<file path="config.mk">
export PLATFORM = sky130hd
export DESIGN_NAME = load_store_unit_flat
export DESIGN_NICKNAME = d
export VERILOG_FILES = /design/src/rtl/rv32i_pkg.sv /design/src/rtl/load_store_unit_if.sv /design/src/rtl/lsu_align.sv /design/src/rtl/load_store_unit.sv /design/src/flat_wrapper.sv
export SDC_FILE = /design/constraint.sdc
export NUM_CORES = 1
export LEC_CHECK = 0
export ABC_AREA = 1
export ABC_CLOCK_PERIOD_IN_PS = 1600
export BUFFER_PORTS_ARGS = -buffer_cell sky130_fd_sc_hd__buf_2
export CAP_MARGIN = 20
export CORE_MARGIN = 2
export CORE_UTILIZATION = 45
export CTS_CLUSTER_DIAMETER = 150
export DETAILED_ROUTE_END_ITERATION = 10
export PLACE_DENSITY_LB_ADDON = 0.2
export SLEW_MARGIN = 20
export SYNTH_ARGS = -nofsm -noshare
export SYNTH_HDL_FRONTEND = slang
export SYNTH_HIERARCHICAL = 1
export SYNTH_SLANG_ARGS = --single-unit
</file>
<file path="constraint.sdc">
create_clock -name clk -period 1.6 [get_ports clk]
set_input_delay 0.16 -clock clk [delete_from_list [all_inputs] [get_ports clk]]
set_output_delay 0.16 -clock clk [all_outputs]
set_load 0.02 [all_outputs]
</file>
<file path="src/rtl/rv32i_pkg.sv">
// Shared RV32I definitions: load/store funct3 codes, LSU FSM states
// and ALU control codes.
package rv32i_pkg;

    localparam logic [2:0] F3_LB  = 3'b000;
    localparam logic [2:0] F3_LH  = 3'b001;
    localparam logic [2:0] F3_LW  = 3'b010;
    localparam logic [2:0] F3_LBU = 3'b100;
    localparam logic [2:0] F3_LHU = 3'b101;
    localparam logic [2:0] F3_SB  = 3'b000;
    localparam logic [2:0] F3_SH  = 3'b001;
    localparam logic [2:0] F3_SW  = 3'b010;

    typedef enum logic [1:0] {
        LSU_IDLE = 2'd0,
        LSU_BUSY = 2'd1,
        LSU_RESP = 2'd2
    } lsu_state_e;

    typedef enum logic [3:0] {
        ALU_ADD  = 4'd0,
        ALU_SUB  = 4'd1,
        ALU_SLL  = 4'd2,
        ALU_SLT  = 4'd3,
        ALU_SLTU = 4'd4,
        ALU_XOR  = 4'd5,
        ALU_SRL  = 4'd6,
        ALU_SRA  = 4'd7,
        ALU_OR   = 4'd8,
        ALU_AND  = 4'd9
    } alu_op_e;

    // Loads accept 000/001/010/100/101; stores accept 000/001/010.
    function automatic logic f3_legal(input logic we, input logic [2:0] f3);
        if (we)
            return (f3[2] == 1'b0) && (f3[1:0] != 2'b11);
        return (f3[1:0] != 2'b11) && (f3 != 3'b110);
    endfunction

endpackage

</file>
<file path="src/rtl/load_store_unit_if.sv">
// Data-memory bus between the load/store unit (master) and memory (slave).
interface load_store_unit_if;

    logic        mem_req;
    logic        mem_we;
    logic [31:0] mem_addr;
    logic [31:0] mem_wdata;
    logic [3:0]  mem_be;
    logic        mem_ready;
    logic [31:0] mem_rdata;

    modport master (
        output mem_req,
        output mem_we,
        output mem_addr,
        output mem_wdata,
        output mem_be,
        input  mem_ready,
        input  mem_rdata
    );

    modport slave (
        input  mem_req,
        input  mem_we,
        input  mem_addr,
        input  mem_wdata,
        input  mem_be,
        output mem_ready,
        output mem_rdata
    );

endinterface

</file>
<file path="src/rtl/lsu_align.sv">
// Lane selection, load extension, store replication and byte enables.
// LSU_MISALIGN_TRAP_EN flags unaligned halfword/word accesses instead of masking.
module lsu_align
    import rv32i_pkg::*;
(
    input  logic        req_we,
    input  logic [2:0]  funct3,
    input  logic [1:0]  addr_lo,
    input  logic [31:0] wdata,
    output logic        legal,
    output logic        misaligned,
    output logic [1:0]  lane,
    output logic [3:0]  be,
    output logic [31:0] wdata_rep,
    input  logic [2:0]  load_funct3,
    input  logic [1:0]  load_lane,
    input  logic [31:0] mem_rdata,
    output logic [31:0] load_data
);

    logic [31:0] shifted;

    always_comb begin
        legal     = f3_legal(req_we, funct3);
        lane      = addr_lo;
        be        = 4'b0000;
        wdata_rep = 32'h0;
        // Halfwords snap to an even lane, words to lane 0.
        case (funct3[1:0])
            2'b01:   lane = {addr_lo[1], 1'b0};
            2'b10:   lane = 2'b00;
            default: lane = addr_lo;
        endcase
        if (req_we) begin
            case (funct3)
                F3_SB: begin
                    be        = 4'b0001 << lane;
                    wdata_rep = {4{wdata[7:0]}};
                end
                F3_SH: begin
                    be        = 4'b0011 << lane;
                    wdata_rep = {2{wdata[15:0]}};
                end
                F3_SW: begin
                    be        = 4'b1111;
                    wdata_rep = wdata;
                end
                default: begin
                    be        = 4'b0000;
                    wdata_rep = 32'h0;
                end
            endcase
        end
    end

`ifdef LSU_MISALIGN_TRAP_EN
    always_comb begin
        misaligned = ((funct3[1:0] == 2'b01) && addr_lo[0])
                  || ((funct3[1:0] == 2'b10) && (addr_lo != 2'b00));
    end
`else
    assign misaligned = 1'b0;
`endif

    always_comb begin
        shifted   = mem_rdata >> {load_lane, 3'b000};
        load_data = 32'h0;
        case (load_funct3)
            F3_LB:   load_data = {{24{shifted[7]}}, shifted[7:0]};
            F3_LH:   load_data = {{16{shifted[15]}}, shifted[15:0]};
            F3_LW:   load_data = mem_rdata;
            F3_LBU:  load_data = {24'h0, shifted[7:0]};
            F3_LHU:  load_data = {16'h0, shifted[15:0]};
            default: load_data = 32'h0;
        endcase
    end

endmodule

</file>
<file path="src/rtl/load_store_unit.sv">
// RV32I load/store unit: IDLE/BUSY/RESP FSM with bus timeout.
// Define LSU_MISALIGN_TRAP_EN to trap misaligned accesses via misalign.
module load_store_unit
    import rv32i_pkg::*;
#(
    parameter int MAX_WAIT = 16
) (
    input  logic        clk,
    input  logic        reset,
    input  logic        req_valid,
    input  logic        req_we,
    input  logic [2:0]  funct3,
    input  logic [31:0] addr,
    input  logic [31:0] wdata,
    output logic        stall,
    output logic        done,
    output logic [31:0] rdata,
    output logic        err,
    output logic        misalign,
    load_store_unit_if.master mem
);

    localparam logic [7:0] WAIT_LAST = 8'(MAX_WAIT - 1);

    lsu_state_e  state;
    lsu_state_e  state_nxt;
    logic [7:0]  cnt;
    logic [2:0]  f3_q;
    logic [1:0]  lane_q;
    logic        legal;
    logic        mis_raw;
    logic [1:0]  lane;
    logic [3:0]  be;
    logic [31:0] wdata_rep;
    logic [31:0] load_data;
    logic        in_idle;
    logic        accept;
    logic        bad;
    logic        timeout;

    lsu_align u_align (
        .req_we      (req_we),
        .funct3      (funct3),
        .addr_lo     (addr[1:0]),
        .wdata       (wdata),
        .legal       (legal),
        .misaligned  (mis_raw),
        .lane        (lane),
        .be          (be),
        .wdata_rep   (wdata_rep),
        .load_funct3 (f3_q),
        .load_lane   (lane_q),
        .mem_rdata   (mem.mem_rdata),
        .load_data   (load_data)
    );

    assign in_idle = (state == LSU_IDLE);
    assign accept  = in_idle && req_valid && legal && !mis_raw;
    assign bad     = in_idle && req_valid && !legal;
    assign timeout = (state == LSU_BUSY) && !mem.mem_ready
                  && (cnt == WAIT_LAST);

    always_ff @(posedge clk) begin
        if (reset)
            state <= LSU_IDLE;
        else
            state <= state_nxt;
    end

    always_comb begin
        state_nxt   = state;
        stall       = 1'b0;
        done        = 1'b0;
        misalign    = 1'b0;
        mem.mem_req = 1'b0;
        case (state)
            LSU_IDLE: begin
                misalign = req_valid && legal && mis_raw;
                stall    = accept;
                if (accept)
                    state_nxt = LSU_BUSY;
                else if (bad)
                    state_nxt = LSU_RESP;
            end
            LSU_BUSY: begin
                stall       = 1'b1;
                mem.mem_req = 1'b1;
                if (mem.mem_ready || timeout)
                    state_nxt = LSU_RESP;
            end
            LSU_RESP: begin
                done      = 1'b1;
                state_nxt = LSU_IDLE;
            end
            default: state_nxt = LSU_IDLE;
        endcase
    end

    always_ff @(posedge clk) begin
        if (reset) begin
            cnt           <= 8'd0;
            f3_q          <= 3'b000;
            lane_q        <= 2'b00;
            rdata         <= 32'h0;
            err           <= 1'b0;
            mem.mem_we    <= 1'b0;
            mem.mem_addr  <= 32'h0;
            mem.mem_wdata <= 32'h0;
            mem.mem_be    <= 4'b0000;
        end else begin
            case (state)
                LSU_IDLE: begin
                    if (accept) begin
                        cnt           <= 8'd0;
                        f3_q          <= funct3;
                        lane_q        <= lane;
                        mem.mem_we    <= req_we;
                        mem.mem_addr  <= {addr[31:2], 2'b00};
                        mem.mem_wdata <= wdata_rep;
                        mem.mem_be    <= be;
                    end else if (bad) begin
                        err   <= 1'b1;
                        rdata <= 32'h0;
                    end
                end
                LSU_BUSY: begin
                    if (mem.mem_ready) begin
                        err   <= 1'b0;
                        rdata <= mem.mem_we ? 32'h0 : load_data;
                    end else if (timeout) begin
                        err   <= 1'b1;
                        rdata <= 32'h0;
                    end else begin
                        cnt <= cnt + 8'd1;
                    end
                end
                default: ;
            endcase
        end
    end

endmodule

</file>
<file path="src/flat_wrapper.sv">
// flat-port wrapper written by rule: the top's interface ports become plain ports
module load_store_unit_flat import rv32i_pkg::*;
#(
    parameter int MAX_WAIT = 16
)
  (clk, reset, req_valid, req_we, funct3, addr, wdata, stall, done, rdata, err, misalign, mem_mem_req, mem_mem_we, mem_mem_addr, mem_mem_wdata, mem_mem_be, mem_mem_ready, mem_mem_rdata);
  load_store_unit_if mem_i ();
  input  logic clk;
  input  logic reset;
  input  logic req_valid;
  input  logic req_we;
  input  logic [2:0] funct3;
  input  logic [31:0] addr;
  input  logic [31:0] wdata;
  output logic stall;
  output logic done;
  output logic [31:0] rdata;
  output logic err;
  output logic misalign;
  output wire logic [$bits(mem_i.mem_req)-1:0] mem_mem_req;
  output wire logic [$bits(mem_i.mem_we)-1:0] mem_mem_we;
  output wire logic [$bits(mem_i.mem_addr)-1:0] mem_mem_addr;
  output wire logic [$bits(mem_i.mem_wdata)-1:0] mem_mem_wdata;
  output wire logic [$bits(mem_i.mem_be)-1:0] mem_mem_be;
  input wire logic [$bits(mem_i.mem_ready)-1:0] mem_mem_ready;
  input wire logic [$bits(mem_i.mem_rdata)-1:0] mem_mem_rdata;
  assign mem_mem_req = mem_i.mem_req;
  assign mem_mem_we = mem_i.mem_we;
  assign mem_mem_addr = mem_i.mem_addr;
  assign mem_mem_wdata = mem_i.mem_wdata;
  assign mem_mem_be = mem_i.mem_be;
  assign mem_i.mem_ready = mem_mem_ready;
  assign mem_i.mem_rdata = mem_mem_rdata;
  load_store_unit #(.MAX_WAIT(MAX_WAIT)) u_core (.clk(clk), .reset(reset), .req_valid(req_valid), .req_we(req_we), .funct3(funct3), .addr(addr), .wdata(wdata), .stall(stall), .done(done), .rdata(rdata), .err(err), .misalign(misalign), .mem(mem_i));
endmodule
</file>
==> out/summary.txt <==
status - finished, violations left
failing checks - negative setup slack
fin util - 62.4%
Vias - 7406
final net count - 1421
Slowest-stage cell, CP - dfxtp_4
Die Footprint - 15800 sq um
Ports - 210
layout cells sized above 1 - 26.9%
TritonRoute pass-1 iters - 5
Seq/Total Area, Yosys - 34.6%
reg2reg path depth - 13
Tcrit/Tclk final - 102%
Layout area overhead - 35.5%
slowest stage delay, CP - 0.36 ns
Hold Slack - 0.0195 ns
CTS clk-pin slew, worst paths - 0.06 ns
final cell count without fillers - 1509
slew margin rel. - 64.4%
critical path class - reg -> reg
Post-Route WL - 20.0 mm
synth warn - 6
max-slew violations - 0
CP max FO - 12
number of global-route vias before repair - 6590
most frequent cells in the layout - nand2_1 (332), buf_2 (204), inv_1 (140)
synthesized area - 6660 sq um
Min Clock Period, post-route - 1.64 ns
worst path cell trace - buf_12, inv_8, nand2_2, nand3_4, buf_12, nand3_4, nand3_1, nand2_1, nor2_1, nand2_1, nand4_1, nand2_1, nor2_1
final setup vio count - 13
Clk Latency, worst-skew pair - 0.41 ns
Final Hold Fails - 0
TritonCTS Buffers - 17
Worst setup SP type - flop
syn avg cell area - 6.07 sq um
drt initial violations - 493
RSZ-0062 raised after global routing - true
Root Buffer - clkbuf_16
H-Tree Depth - 4
r2r setup slk - -0.04 ns
Worst Hold Class - in -> reg
Clock Skew - 0.00924 ns
wire per inst - 13.2 um
Worst EP required - 1.91 ns
Hold Crit Depth - 3
Peak VDD IR - 0.000768 V
Yosys cell types - 29
gpl congestion - 0.930
number of synthesized register bits - 115
critical path capture point - u_core/rdata[31]
Cells after Synth - 1098
Place WS - -0.152 ns
most common cell after layout, fill and taps aside - nand2_1
Clock Tree Buf Depth - 2
pwr/cell area - 1030 nW/um^2
largest net degree at the start of global routing - 57
Detailed Place HPWL - 14.0 mm
CTS tree - done
Max-Cap Viols - 0
# diodes - 0
GRT Util Overall - 24.3%
Max Freq - 611 MHz
R2R Path End - u_core/rdata[31]
Die W - 126 um
worst slew pin tran - 0.533 ns
antenna-violating nets left - 0
Port Buf Inserts - 206
Residual DRC - 0
via/cell ratio - 4.91
first-pass GRT wire length - 31.6 mm
CP startpoint - u_core/lane_q[0]
P_leak - 4.73 nW
antenna violations before repair - 0
num rows - 44
CTS sink cnt - 115
Worst EP arrival - 1.95 ns
CP Capture Type - flop
Vert. Die Dim - 126 um
core area - 14500 sq um
final worst setup slack - -0.0363 ns
RR Startpoint - u_core/lane_q[0]
Overflow after GRT - 0
dpl cells - 1462
Top cell by count, worst path - nand2_1
Initial Utilization - 46.0%
[stage by stage]
| step | power, mW | TNS [ns] | instance area, sq um |
|---|---|---|---|
| 3_3_place_gp | 5.14 | -10.21 | 7980 |
| 3_5_place_dp | 5.15 | -10.44 | 7980 |
| 4_1_cts | 9.22 | -0.00640 | 8730 |
| 2_1_floorplan | 4.53 | 0 | 6670 |
| 6_report | 9.29 | -0.243 | 9030 |
| 5_1_grt | 9.75 | -3.03 | 9030 |
[logic make-up (layout without fill, tap and decap cells)]
family	Yosys count	count (layout)	share of synthesized area, %
AND/OR/NAND/NOR	587	590	37.2
buffers and inverters	220	443	14.4
AO/OA/AOI/OAI	169	169	12.8
flip-flops	115	115	34.6
adder cells (fa/ha/maj)	5	5	0.939
other	2	3	0.113
[layout make-up]
class,instances,area (sq um)
clock buffers,17,425
fillers,1405,5450
flip-flops and latches,115,2310
repair buffers,262,1680
inverters,149,572
well taps,184,230
multi-input cells,767,3610
clock inverters,15,191
[worst min path at each step]
stage	end	slack (ns)	startpoint
2_1_floorplan	u_core/f3_q[0]	0.35	funct3[0]
3_3_place_gp	u_core/mem.mem_wdata[8]	0.43	u_core/mem.mem_wdata[8]
3_5_place_dp	u_core/state[1]	0.43	reset
4_1_cts	u_core/mem.mem_addr[6]	0.002	addr[6]
5_1_grt	u_core/mem.mem_addr[6]	0.02	addr[6]
6_report	u_core/mem.mem_addr[6]	0.02	addr[6]
[routing by layer]
layer / part of all wire, % / vias to the layer above / global-route usage [%]
li1: - / 3848 / -
met1: 43 / 3270 / 29.6
met2: 48 / 254 / 41.0
met3: 6.6 / 34 / 5.65
met4: 2.5 / 0 / 10.4
met5: 0 / - / 0
[where the power goes]
group          switching, mW  leakage, nW  internal [mW]
Sequential            0.0996        0.942           3.06
Combinational           1.32         3.49          0.834
Clock                   1.49        0.298           2.49
[sequential cells by signal, indices dropped and copies added, names as in the netlist]
| signal | flops |
|---|---|
| u_core/mem.mem_wdata | 32 |
| u_core/lane_q | 2 |
| u_core/mem.mem_be | 4 |
| u_core/mem.mem_addr | 30 |
| u_core/mem.mem_we | 1 |
| u_core/rdata | 32 |
| u_core/f3_q | 3 |
| u_core/cnt | 8 |
| u_core/err | 1 |
| u_core/state | 2 |
[cells in the mapped netlist, drive strengths merged]
library cell	n	area share, %
clkinv	1	0.056
conb	2	0.11
buf	54	5.0
nand2	346	20
dfxtp	115	35
clkbuf	17	0.96
inv	148	8.4
nand3	64	5.4
nor2	142	8.3
o21ai	82	6.2
ha	5	0.94
nand4	34	3.4
nor3b	1	0.11
o21bai	2	0.23
a21oi	85	6.4
[repair_timing]
item	in CTS	in global routing
pin swaps	5	28
resized for setup	11	54
cloned	3	3
hold endpoints to repair	3	0
hold buffers	1	0
endpoints found under the setup margin	31	40
buffers inserted	4	4
[critical path, delay by kind of cell, from the launching register on]
family	cells	cell delay [ns]
buf+inv	3	0.37
flops	1	0.36
simple gates	10	0.81
(Power assumes the default switching activity.)
